`src/rtl/vec_lsu_pkg.sv`:
```
// Shared types and helpers for the vector load sequencer.
// Latency: n/a (declarations only).
// Backpressure: n/a.
package vec_lsu_pkg;

  typedef enum logic [2:0] {
    S_IDLE,
    S_ISSUE,
    S_DRAIN,
    S_WB,
    S_ERR
  } vls_state_e;

  localparam logic [2:0] VSEW_E8  = 3'b000;
  localparam logic [2:0] VSEW_E16 = 3'b001;
  localparam logic [2:0] VSEW_E32 = 3'b010;

  // Element width in bits; 0 marks an encoding this block does not support.
  function automatic int unsigned sew_bits(input logic [2:0] vsew);
    case (vsew)
      VSEW_E8:  return 8;
      VSEW_E16: return 16;
      VSEW_E32: return 32;
      default:  return 0;
    endcase
  endfunction

endpackage

```
`src/rtl/vec_load_buffer.sv`:
```
// VLEN-bit staging register assembled one SEW-wide element at a time.
// Latency: an element written at edge N is visible on q after edge N.
// Backpressure: none; accepts a write every cycle, clear has priority.
module vec_load_buffer #(
  parameter int VLEN = 512
) (
  input  logic                      clk,
  input  logic                      clr,
  input  logic                      wr,
  input  logic [$clog2(VLEN/8)-1:0] idx,
  input  logic [1:0]                sew,
  input  logic [31:0]               elem,
  output logic [VLEN-1:0]           q
);

  localparam int NB = VLEN / 8;
  localparam int IW = $clog2(NB);

  // Byte lane of the element word feeding a buffer byte: e8 uses lane 0,
  // e16 alternates lanes 0/1, e32 cycles through lanes 0..3.
  logic [1:0] lane_mask;
  assign lane_mask = (sew == 2'd2) ? 2'b11 : ((sew == 2'd1) ? 2'b01 : 2'b00);

  logic [7:0] bytes [NB];

  for (genvar g = 0; g < NB; g++) begin : g_byte
    localparam logic [IW-1:0] BI = IW'(g);
    logic [1:0] lane;
    logic [7:0] lane_byte;
    assign lane = BI[1:0] & lane_mask;
    assign lane_byte = (lane == 2'd0) ? elem[7:0]   :
                       (lane == 2'd1) ? elem[15:8]  :
                       (lane == 2'd2) ? elem[23:16] : elem[31:24];

    // Zero on clear (tail stays zero-filled); load when this byte belongs to element idx.
    always_ff @(posedge clk) begin
      if (clr) begin
        bytes[g] <= '0;
      end else if (wr && ((BI >> sew) == idx)) begin
        bytes[g] <= lane_byte;
      end
    end

    assign q[g*8 +: 8] = bytes[g];
  end

endmodule

```
`src/rtl/vec_load_sequencer.sv`:
```
// Turns one unit-stride/strided vector load into per-element memory requests and one VRF write.
// Latency: first request the cycle after accept; VRF write the cycle after the last response.
// Backpressure: ld_ready only in IDLE; requests stall on mem_req_ready or MAX_OUTSTANDING in flight.
module vec_load_sequencer
  import vec_lsu_pkg::*;
#(
  parameter int XLEN            = 32,
  parameter int VLEN            = 512,
  parameter int MAX_OUTSTANDING = 4
) (
  input  logic                    clk,
  input  logic                    reset,
  input  logic                    ld_valid,
  output logic                    ld_ready,
  input  logic                    ld_strided,
  input  logic [XLEN-1:0]         ld_base,
  input  logic [XLEN-1:0]         ld_stride,
  input  logic [$clog2(VLEN/8):0] ld_vl,
  input  logic [2:0]              ld_vsew,
  input  logic [4:0]              ld_vd,
  output logic                    mem_req_valid,
  input  logic                    mem_req_ready,
  output logic [XLEN-1:0]         mem_req_addr,
  output logic [1:0]              mem_req_size,
  input  logic                    mem_rsp_valid,
  input  logic [XLEN-1:0]         mem_rsp_data,
  output logic                    vrf_wr_en,
  output logic [4:0]              vrf_wr_addr,
  output logic [VLEN-1:0]         vrf_wr_data,
  output logic                    ld_done,
  output logic                    ld_error
);

  localparam int VLW = $clog2(VLEN/8) + 1;
  localparam int IW  = $clog2(VLEN/8);
  localparam int OW  = $clog2(MAX_OUTSTANDING + 1);

  function automatic int unsigned vlmax(input logic [2:0] vsew);
    return (sew_bits(vsew) == 0) ? 0 : VLEN / sew_bits(vsew);
  endfunction

  vls_state_e      state, state_nxt;
  logic            strided_q;
  logic [XLEN-1:0] stride_q, addr_q, step;
  logic [VLW-1:0]  vl_q, issue_cnt, rsp_cnt, issue_nxt, rsp_nxt;
  logic [2:0]      vsew_q;
  logic [4:0]      vd_q;
  logic [OW-1:0]   outstanding;
  logic            accept, cmd_err, req_can, req_fire, rsp_fire;

  assign accept   = (state == S_IDLE) && ld_valid;
  assign cmd_err  = (sew_bits(ld_vsew) == 0) || (32'(ld_vl) > vlmax(ld_vsew));
  assign req_can  = (state == S_ISSUE) && (outstanding < OW'(MAX_OUTSTANDING));
  assign req_fire = req_can && mem_req_ready;
  // Responses outside an active load are stale (e.g. abandoned by reset) and dropped.
  assign rsp_fire = mem_rsp_valid && ((state == S_ISSUE) || (state == S_DRAIN));
  assign issue_nxt = issue_cnt + VLW'(req_fire);
  assign rsp_nxt   = rsp_cnt + VLW'(rsp_fire);
  assign step      = strided_q ? stride_q : XLEN'(sew_bits(vsew_q) / 8);

  assign mem_req_valid = req_can;
  assign mem_req_addr  = addr_q;
  assign mem_req_size  = vsew_q[1:0];
  assign vrf_wr_addr   = vd_q;

  // State register.
  always_ff @(posedge clk) begin
    if (reset) state <= S_IDLE;
    else       state <= state_nxt;
  end

  // Next state and state-decoded strobes; a response landing with the last
  // issue skips DRAIN so the minimum-latency load writes back immediately.
  always_comb begin
    state_nxt = state;
    ld_ready  = 1'b0;
    vrf_wr_en = 1'b0;
    ld_done   = 1'b0;
    ld_error  = 1'b0;
    case (state)
      S_IDLE: begin
        ld_ready = 1'b1;
        if (ld_valid) begin
          if (cmd_err)            state_nxt = S_ERR;
          else if (ld_vl == '0)   state_nxt = S_WB;
          else                    state_nxt = S_ISSUE;
        end
      end
      S_ISSUE: begin
        if (req_fire && (issue_nxt == vl_q))
          state_nxt = (rsp_nxt == vl_q) ? S_WB : S_DRAIN;
      end
      S_DRAIN: begin
        if (rsp_nxt == vl_q) state_nxt = S_WB;
      end
      S_WB: begin
        ld_done   = 1'b1;
        vrf_wr_en = (vl_q != '0);
        state_nxt = S_IDLE;
      end
      S_ERR: begin
        ld_done   = 1'b1;
        ld_error  = 1'b1;
        state_nxt = S_IDLE;
      end
      default: state_nxt = S_IDLE;
    endcase
  end

  // Command latch, address accumulator and the issue/response/in-flight counters.
  always_ff @(posedge clk) begin
    if (reset) begin
      strided_q   <= 1'b0;
      stride_q    <= '0;
      addr_q      <= '0;
      vl_q        <= '0;
      vsew_q      <= '0;
      vd_q        <= '0;
      issue_cnt   <= '0;
      rsp_cnt     <= '0;
      outstanding <= '0;
    end else if (accept) begin
      strided_q   <= ld_strided;
      stride_q    <= ld_stride;
      addr_q      <= ld_base;
      vl_q        <= ld_vl;
      vsew_q      <= ld_vsew;
      vd_q        <= ld_vd;
      issue_cnt   <= '0;
      rsp_cnt     <= '0;
      outstanding <= '0;
    end else begin
      if (req_fire) addr_q <= addr_q + step;
      issue_cnt <= issue_nxt;
      rsp_cnt   <= rsp_nxt;
      case ({req_fire, rsp_fire})
        2'b10:   outstanding <= outstanding + OW'(1);
        2'b01:   outstanding <= outstanding - OW'(1);
        default: outstanding <= outstanding;
      endcase
    end
  end

  vec_load_buffer #(.VLEN(VLEN)) u_buf (
    .clk  (clk),
    .clr  (reset || accept),
    .wr   (rsp_fire),
    .idx  (rsp_cnt[IW-1:0]),
    .sew  (vsew_q[1:0]),
    .elem (mem_rsp_data[31:0]),
    .q    (vrf_wr_data)
  );

endmodule

```
`config.mk`:
```
export PLATFORM = sky130hd
export DESIGN_NAME = vec_load_sequencer
export DESIGN_NICKNAME = d
export VERILOG_FILES = /design/src/rtl/vec_lsu_pkg.sv /design/src/rtl/vec_load_buffer.sv /design/src/rtl/vec_load_sequencer.sv
export SDC_FILE = /design/constraint.sdc
export NUM_CORES = 1
export LEC_CHECK = 0
export BUFFER_PORTS_ARGS = -buffer_cell sky130_fd_sc_hd__buf_2
export CORE_AREA = 2 2 260 262
export DETAILED_ROUTE_END_ITERATION = 16
export DIE_AREA = 0 0 262 264
export PLACE_DENSITY_LB_ADDON = 0.25
export SYNTH_ARGS = -nofsm -noshare
export SYNTH_HDL_FRONTEND = slang
export SYNTH_SLANG_ARGS = --single-unit
```
`constraint.sdc`:
```
create_clock -name clk -period 17 [get_ports clk]
set_input_delay 3.4 -clock clk [delete_from_list [all_inputs] [get_ports clk]]
set_output_delay 3.4 -clock clk [all_outputs]
set_load 0.01 [all_outputs]
```
==> results of run 1 <==
## area by class of cell
type | instances | share of cell area (%)
Antenna cell | 5 | 0.0360
Clock buffer | 89 | 5.24
Clock inverter | 31 | 0.842
Inverter | 28 | 0.302
Multi-Input combinational cell | 1774 | 29.2
Sequential cell | 612 | 50.0
Tap cell | 873 | 3.14
Timing Repair Buffer | 743 | 11.2
## through the flow
stage / instances / setup slack, ns / total power [W] / util (%) / hold slack, ns
3_5_place_dp: 4030 / 1.34 / 0.00374 / 49.0 / 0.442
3_3_place_gp: 4030 / 1.32 / 0.00372 / 49.0 / 0.439
4_1_cts: 4150 / 1.94 / 0.00517 / 52.2 / 0.450
6_report: 4155 / 1.82 / 0.00515 / 52.2 / 0.450
2_1_floorplan: 2549 / 3.90 / 0.00296 / - / 0.432
5_1_grt: 4153 / 0.935 / 0.00536 / 52.2 / 0.470
## worst max-delay path, delay by kind of cell
kind,cells,cell delay (ns)
AO/OA/AOI/OAI,19,4.55
adder cells (fa/ha/maj),6,2.33
AND/OR/NAND/NOR,17,4.48
buffers and inverters,4,0.77
multiplexers,1,0.16
## metal layers
layer / share of wire, % / global-route usage (%) / vias to the layer above / routed length (um)
met5: 0.023 / 0 / - / 24
met4: 3.5 / 9.96 / 4 / 3700
met3: 7.4 / 5.73 / 207 / 7760
met2: 51 / 52.3 / 1081 / 53500
met1: 38 / 36.4 / 11400 / 40300
li1: - / - / 10400 / -
## synthesized netlist by cell type, types with 7 or more instances
cell type	number	area, um^2
a311oi_1	18	158
or3_1	13	81.3
nor3_1	36	180
xnor2_1	62	543
nand2b_1	19	119
o31ai_1	8	60.1
a21o_1	14	105
o21a_1	12	90.1
a221oi_1	10	87.6
buf_1	10	37.5
o211ai_1	7	52.6
xor2_1	49	429
nand2_1	288	1080
nor2b_1	13	81.3
dfxtp_1	100	2000
mux2i_1	28	280
clkbuf_1	113	424
o21ai_0	90	450
inv_1	24	90.1
and2_1	169	1060
a21oi_1	109	546
or2_2	8	50.1
o21ai_1	12	60.1
a211oi_1	21	158
edfxtp_1	512	15400
a31oi_1	16	100
ha_1	58	726
nand4_1	20	125
nor4_1	16	100
nand3_1	36	180
and3_1	8	50.1
nor2_1	521	1960
## sequential cells by signal (all words and copies together) (netlist names)
name          cells
mem_req_addr     32
stride_q         32
issue_cnt         7
outstanding       3
strided_q         1
vsew_q            3
u_buf.bytes     512
vl_q              7
rsp_cnt           7
vrf_wr_addr       5
state             3
## cell usage in the layout (no fill, tap or decap), types with 9 or more instances in the layout
master,Yosys,final
inv_1,24,24
edfxtp_1,512,512
nand2_1,288,287
nand3_1,36,36
nor2_1,521,520
o21ai_1,12,20
o21a_1,12,12
nand4_1,20,20
a221oi_1,10,10
a211oi_1,21,21
or3_1,13,13
xnor2_1,62,62
ha_1,58,57
a21oi_1,109,109
a311oi_1,18,18
clkbuf_1,113,19
nor3_1,36,36
nor4_1,16,16
clkbuf_16,0,70
clkinv_2,0,12
dfxtp_1,100,99
and2_1,169,168
a31oi_1,16,16
xor2_1,49,49
nor2b_1,13,13
mux2i_2,1,9
mux2i_1,28,12
o21ai_0,90,81
buf_2,4,672
a21o_1,14,14
buf_4,5,71
nand2b_1,19,19
clkinv_1,2,10
## cells by family after synthesis
| family | synth area share [%] |
|---|---|
| other | 0.0134 |
| buffers and inverters | 2.35 |
| adders and majority gates | 2.77 |
| DFF | 61.9 |
| xor gates and xnor gates | 3.47 |
| AOI/OAI and AO/OA | 9.34 |
| muxes | 1.09 |
| and+or+nand+nor | 19.0 |
## worst max path at each step
stage               end  slack (ns)  cells past startpoint
2_1_floorplan  state[0]        3.90                     48
3_3_place_gp   state[0]        1.32                     47
3_5_place_dp   state[0]        1.34                     47
4_1_cts        state[0]        1.94                     47
5_1_grt        state[0]        0.93                     47
6_report       state[0]        1.82                     47
## report_power, final
part | switching [W] | leakage, nW | internal, W
combinational | 0.00109 | 7.69 | 0.000483
clock | 0.000615 | 1.04 | 0.000821
sequential | 0.000135 | 6.39 | 0.00201
==> results.sh, run 1 <==
export IMPL_endpoint_kind="flop"
export IMPL_finalSetupViolations=0
export IMPL_clock_latency_ns=0.60
export IMPL_r2r_cells=20
export IMPL_nets=3403
export IMPL_final_cell_area_um2=34800
export IMPL_die_area_um2=69200
export IMPL_regToRegSetupSlack_ns=11.42
export IMPL_ys_seq_area_share_pct=61.9
export IMPL_crit_arrival_ns=15.71
export IMPL_status="completed"
export IMPL_hold_class="reg2reg"
export IMPL_htree_levels=3
export IMPL_cpMaxStageDelayCell="ha_1"
export IMPL_rows=95
export IMPL_grtUsageTotal_pct=29.7
export IMPL_synth_edf_count=512
export IMPL_postCtsResizedCells=0
export IMPL_fmax_mhz=65.9
export IMPL_pwr_density_cell_nw_per_um2=148
export IMPL_finalCritPeriodShare_pct=89.3
export IMPL_ys_seq_elements=612
export IMPL_start_util_pct=42.1
export IMPL_final_min_clock_period_ns=15.18
export IMPL_synth_net_count=2726
export IMPL_worst_ep_required_time_ns=17.53
export IMPL_grt_pass1_vias=22400
export IMPL_drt_total_wl_um=105000
export IMPL_drc_errors=0
export IMPL_crit_top_cell="nor2_1"
export IMPL_multiInputGateArea_um2=10200
export IMPL_final_fill_count=5964
export IMPL_numCtsBuffers=67
export IMPL_vias=23000
export IMPL_drv_cap=0
export IMPL_critPathKind="in2reg"
export IMPL_antenna_left=0
export IMPL_grt_overflow_total=0
export IMPL_regArea_um2=17400
export IMPL_wl_per_cell_um=25.3
export IMPL_io_buffers=672
export IMPL_min_to="stride_q[22]"
export IMPL_avgSynthCellArea_um2=11.0
export IMPL_synthesis_area_um2=28100
export IMPL_final_max_slew_viol_count=0
export IMPL_via_per_inst=5.54
export IMPL_clk_pin_slew_ns=0.06
export IMPL_leakage_nw=15.1
export IMPL_start_kind="input pin"
export IMPL_finalClockSkew_ns=0.0185
export IMPL_layout_drive_gt1_share_pct=27.5
export IMPL_synth_cell_types=96
export IMPL_cts_tree="built"
export IMPL_hold_buffers=0
export IMPL_hpwl_um=79100
export IMPL_rr_endpoint="mem_req_addr[30]"
export IMPL_core_um2=66600
export IMPL_slowest_delay_ns=0.80
export IMPL_dpl_cell_area_um2=32600
export IMPL_drt_iter0_drc=2236
export IMPL_antenna_found_initial=6
export IMPL_hold_depth=2
export IMPL_ios=673
export IMPL_synth_top_flop_cell="edfxtp_1"
export IMPL_yosysWarningCount=0
export IMPL_clock_path_buffers=3
export IMPL_grt_pass1_wl_um=150000
export IMPL_postCtsSetupBuffers=0
export IMPL_hp_start="stride_q[22]"
export IMPL_fin_tns_setup_ns=0
export IMPL_grt_max_degree=82
export IMPL_r2r_start="vsew_q[0]"
export IMPL_tightest_slew_ns=1.33
export IMPL_critPathMaxFanout=19
export IMPL_cts_root_buffer="clkbuf_16"
export IMPL_setup_worst_path_start="ld_vsew[2]"
export IMPL_hold_viol=0
export IMPL_rsz0062_at_grt="false"
export IMPL_synthToLayoutAreaGrowth_pct=23.9
export IMPL_async_flop_share_pct=0
export IMPL_die_y_um=264
export IMPL_slew_headroom_pct=10.1
export IMPL_dr_pass1_iters=6
export IMPL_die_w_um=262
export IMPL_synth_cells=2549
export IMPL_clock_sinks=612
export IMPL_gp_congestion=0.888
export IMPL_peakVddDrop_mv=0.0897
(Power assumes the default switching activity.)
==> inputs of run 2 (changes only) <==
Settings changed: CORE_AREA 2 2 260 262 to not set, CORE_MARGIN set to 2, CORE_UTILIZATION set to 36, DIE_AREA 0 0 262 264 to not set, SKIP_LAST_GASP set to 1.
==> run 2 against run 1 <==
Compared with the run above:
- register-to-register slack gained 0.30 ns
- global-route usage shrank 4.1 points
- hold slack lost 0.0035 ns
- via count shrank 2.0%
- critical path depth is the same
- sequential power is essentially flat
- highest routed layer unchanged
==> results.sh, run 2 (synthesis results as in run 1) <==
export IMPL_status="completed"
export IMPL_regToRegSetupSlack_ns=11.72
export IMPL_finalSetupViolations=0
export IMPL_postCtsResizedCells=0
export IMPL_crit_top_cell="nor2_1"
export IMPL_hpwl_um=78000
export IMPL_synthToLayoutAreaGrowth_pct=25.3
export IMPL_rows=102
export IMPL_fmax_mhz=66.9
export IMPL_fin_tns_setup_ns=0
export IMPL_ios=673
export IMPL_drv_cap=0
export IMPL_r2r_start="vsew_q[0]"
export IMPL_grt_pass1_wl_um=151000
export IMPL_via_per_inst=5.19
export IMPL_p_seq_share_pct=41.1
export IMPL_die_w_um=283
export IMPL_hold_buffers=0
export IMPL_grt_max_degree=85
export IMPL_sw_frac_of_total_pct=35.6
export IMPL_largest_reg_flops=512
export IMPL_die_y_um=283
export IMPL_cpMaxStageDelayCell="ha_1"
export IMPL_start_util_pct=36.3
export IMPL_leakage_nw=15.3
export IMPL_final_cell_area_um2=35100
export IMPL_gp_congestion=0.873
export IMPL_setup_slack_ns=2.04
export IMPL_clock_latency_ns=0.63
export IMPL_rr_endpoint="mem_req_addr[30]"
export IMPL_core_um2=77300
export IMPL_dpl_cell_area_um2=33000
export IMPL_clock_sinks=612
export IMPL_htree_levels=3
export IMPL_peakVddDrop_mv=0.0841
export IMPL_final_max_slew_viol_count=0
export IMPL_postCtsSetupBuffers=0
export IMPL_numCtsBuffers=68
export IMPL_p_total_w=0.00515
export IMPL_final_core_util_pct=45.4
export IMPL_pwr_density_cell_nw_per_um2=147
export IMPL_drt_total_wl_um=105000
export IMPL_io_buffers=672
export IMPL_slowest_delay_ns=0.77
export IMPL_antenna_left=0
export IMPL_wl_per_cell_um=24.3
export IMPL_critPathMaxFanout=19
export IMPL_vias=22600
export IMPL_hold_viol=0
export IMPL_regMostFlops="u_buf.bytes"
export IMPL_drt_iter0_drc=1733
export IMPL_hold_class="reg2reg"
export IMPL_p_comb_share_pct=30.9
export IMPL_cts_root_buffer="clkbuf_16"
export IMPL_clk_pin_slew_ns=0.06
export IMPL_layout_commonest_cell="buf_2"
export IMPL_layout_drive_gt1_share_pct=28.1
export IMPL_finalClockSkew_ns=0.0290
export IMPL_dr_pass1_iters=6
export IMPL_clock_path_buffers=3
export IMPL_worst_ep_required_time_ns=17.53
export IMPL_clkPwrFrac_pct=28.0
export IMPL_rsz0062_at_grt="false"
export IMPL_setup_worst_path_start="ld_vsew[2]"
export IMPL_slew_headroom_pct=13.0
export IMPL_grt_overflow_total=0
export IMPL_worstSetupEndpoint="state[0]"
export IMPL_endpoint_kind="flop"
export IMPL_antenna_found_initial=7
export IMPL_nets=3429
export IMPL_critPathKind="in2reg"
export IMPL_grtUsageTotal_pct=25.6
export IMPL_start_kind="input pin"
export IMPL_cts_tree="built"
export IMPL_die_area_um2=80200
export IMPL_p_sw_w=0.00183
export IMPL_pre_cts_ws_ns=1.61
export IMPL_drc_errors=0
export IMPL_r2r_cells=20
export IMPL_grt_pass1_vias=21600
export IMPL_tightest_slew_ns=1.29
export IMPL_p_int_w=0.00332
export IMPL_crit_arrival_ns=15.49
export IMPL_final_min_clock_period_ns=14.96
export IMPL_finalCritPeriodShare_pct=88.0
export IMPL_final_cell_mix="buf_2 (672), nor2_1 (520), edfxtp_1 (512)"
[run 2: cell type report]
type                       count  area (um^2)
fill                        7417        42200
clock buffer                  92         1830
tap                         1040         1300
multi-input combinational   1774        10100
inverter                      28          105
sequential                   612        17400
antenna                        2         5.00
timing repair buffer         768         4080
clock inverter                31          354
[run 2: critical path, delay by kind of cell]
kind | cells | cell delay (ns)
fa+ha+maj | 6 | 2.32
simple gates | 17 | 4.46
buf+inv | 4 | 0.77
compound gates | 19 | 4.38
mux | 1 | 0.16
[run 2: worst min path at each step]
stage	slack [ns]	start	to	depth (start not counted)
after global routing	0.47	stride_q[25]	stride_q[25]	2
final	0.45	stride_q[13]	stride_q[13]	2
after detailed placement	0.44	stride_q[13]	stride_q[13]	2
after global placement	0.44	stride_q[13]	stride_q[13]	2
after floorplan	0.43	stride_q[10]	stride_q[10]	2
after CTS	0.45	stride_q[13]	stride_q[13]	2
[run 2: per-layer routing]
metal  global-route usage [%]  part of all wire (%)  up-vias
li1                         -                     -    10400
met1                     31.4                    40    11100
met2                     44.7                    50      925
met3                     5.91                   7.5      174
met4                     7.88                   3.1        8
met5                        0                 0.048        -
[run 2: metrics by stage]
step / hold slack, ns / cells
finish: 0.447 / 4347
global placement: 0.439 / 4222
floorplan: 0.432 / 2549
global route: 0.466 / 4345
detailed placement: 0.442 / 4222
CTS: 0.450 / 4345
[run 2: power by group through the flow]
| stage | Clock [W] | Sequential, W | Combinational [W] |
|---|---|---|---|
| 2_1_floorplan | 0 | 0.00230 | 0.000663 |
| 3_3_place_gp | 0 | 0.00214 | 0.00159 |
| 3_5_place_dp | 0 | 0.00215 | 0.00160 |
| 4_1_cts | 0.00147 | 0.00212 | 0.00160 |
| 5_1_grt | 0.00153 | 0.00215 | 0.00170 |
| 6_report | 0.00144 | 0.00212 | 0.00159 |
==> inputs of run 3 (changes only) <==
Settings changed: MAX_ROUTING_LAYER set to met4.
==> run 3 against run 2 <==
Compared with the run above:
- sequential power barely moved
- wire length increased by 0.76%
- critical endpoint unchanged
- maximum frequency up 2.4%
- first-iteration DRC count fell by 1.6%
- largest power group unchanged
- sequential share of layout area decreased by 0.083 points
- setup slack better by 0.35 ns
- highest routed layer is now met4
- largest cell class unchanged
- core utilization is 0.076 points higher
==> results.sh, run 3 (synthesis results as in run 1) <==
export IMPL_cts_tree="built"
export IMPL_rsz0062_at_grt="false"
export IMPL_vias=22400
export IMPL_fin_hold_ws_ns=0.451
export IMPL_die_area_um2=80200
export IMPL_endpoint_kind="flop"
export IMPL_final_min_clock_period_ns=14.61
export IMPL_hold_viol=0
export IMPL_final_cell_mix="buf_2 (672), nor2_1 (520), edfxtp_1 (512)"
export IMPL_grt_pass1_vias=21300
export IMPL_clk_pin_slew_ns=0.05
export IMPL_largest_reg_flops=512
export IMPL_fin_tns_setup_ns=0
export IMPL_regToRegSetupSlack_ns=11.30
export IMPL_finalClockSkew_ns=0.0356
export IMPL_rows=102
export IMPL_tightest_slew_ns=1.24
export IMPL_peakVddDrop_mv=0.0953
export IMPL_clock_path_buffers=3
export IMPL_die_y_um=283
export IMPL_grt_max_degree=85
export IMPL_crit_arrival_ns=15.14
export IMPL_status="completed"
export IMPL_drt_total_wl_um=106000
export IMPL_via_per_inst=5.15
export IMPL_hold_class="reg2reg"
export IMPL_drt_iter0_drc=1706
export IMPL_antenna_found_initial=4
export IMPL_grt_pass1_wl_um=151000
export IMPL_grt_overflow_total=0
export IMPL_drv_cap=0
export IMPL_start_kind="input pin"
export IMPL_final_max_slew_viol_count=0
export IMPL_final_fill_count=7366
export IMPL_die_w_um=283
export IMPL_drc_errors=0
export IMPL_clock_sinks=612
export IMPL_core_um2=77300
export IMPL_hold_buffers=0
export IMPL_regMostFlops="u_buf.bytes"
export IMPL_synthToLayoutAreaGrowth_pct=25.5
export IMPL_leakage_nw=15.3
export IMPL_layout_drive_gt1_share_pct=28.0
export IMPL_critPathKind="in2reg"
export IMPL_pwr_density_cell_nw_per_um2=147
export IMPL_start_util_pct=36.3
export IMPL_slew_headroom_pct=16.2
export IMPL_dr_pass1_iters=7
export IMPL_wl_per_cell_um=24.4
export IMPL_nets=3433
export IMPL_ios=673
export IMPL_antenna_left=0
export IMPL_gp_congestion=0.896
export IMPL_clock_latency_ns=0.64
export IMPL_layout_commonest_cell="buf_2"
export IMPL_worst_ep_required_time_ns=17.54
export IMPL_cts_root_buffer="clkbuf_16"
export IMPL_finalCritPeriodShare_pct=85.9
export IMPL_slowest_delay_ns=0.69
export IMPL_io_buffers=672
export IMPL_htree_levels=3
export IMPL_grtUsageTotal_pct=26.4
export IMPL_postCtsSetupBuffers=0
export IMPL_fmax_mhz=68.5
export IMPL_postCtsResizedCells=0
export IMPL_critPathMaxFanout=19
export IMPL_finalSetupViolations=0
export IMPL_crit_top_cell="nor2_1"
export IMPL_cpMaxStageDelayCell="ha_1"
export IMPL_hpwl_um=78800
export IMPL_numCtsBuffers=69
==> run 3: changes by cell type in the layout (fill, tap and decap cells not counted), sizes merged <==
cell      change
buf           +3
bufinv        +1
clkinv        +7
inv           -3
diode         +1
clkinvlp      +1
clkbuf        -7
==> run 3: path summary, 6_finish.rpt <==
path,start,endpoint,depth (start not counted)
worst min-delay path,stride_q[17],stride_q[17],2
worst max-delay path,ld_vsew[2],state[0],48
worst min register to register,stride_q[17],stride_q[17],2
worst max register to register,vsew_q[1],mem_req_addr[30],20
==> run 3: worst max-delay path: cells and delay by family <==
kind | cells | cell delay (ns)
and+or+nand+nor | 17 | 4.04
buffers and inverters | 5 | 0.82
adders and majority gates | 6 | 2.20
muxes | 1 | 0.17
AOI/OAI and AO/OA | 19 | 4.51
==> run 3: layout make-up <==
| type | instances | area, um^2 | area share (%) |
|---|---|---|---|
| sequential | 612 | 17400 | 49.4 |
| timing repair buffer | 771 | 4110 | 11.7 |
| clock buffer | 85 | 1830 | 5.20 |
| clock inverter | 37 | 390 | 1.11 |
| antenna | 3 | 7.51 | 0.0213 |
| tap | 1040 | 1300 | 3.70 |
| multi-input combinational | 1774 | 10100 | 28.7 |
| inverter | 28 | 105 | 0.299 |
==> run 3: routing by layer <==
metal	routed length [um]	GRT usage (%)	share of wire, %
met2	53300	45.2	50
met3	6700	5.06	6.3
met4	3090	7.80	2.9
met5	0	-	0
met1	43100	31.6	41
==> run 3: stage by stage <==
| stage | total power, W | setup WS, ns | cell area (um^2) | instances | util (%) |
|---|---|---|---|---|---|
| final | 0.00517 | 2.39 | 35200 | 4350 | 45.5 |
| after global routing | 0.00539 | 1.47 | 35200 | 4349 | 45.5 |
| after CTS | 0.00521 | 2.52 | 35200 | 4347 | 45.5 |
| after detailed placement | 0.00374 | 1.88 | 33000 | 4225 | 42.6 |
| after global placement | 0.00374 | 1.87 | 33000 | 4225 | 42.6 |
| after floorplan | 0.00296 | 3.90 | 28100 | 2549 | - |
==> run 3: power breakdown <==
group	total (W)	switching [W]	internal, W
clock network	0.00147	0.000631	0.000836
logic	0.00159	0.00109	0.000496
registers	0.00212	0.000116	0.00200
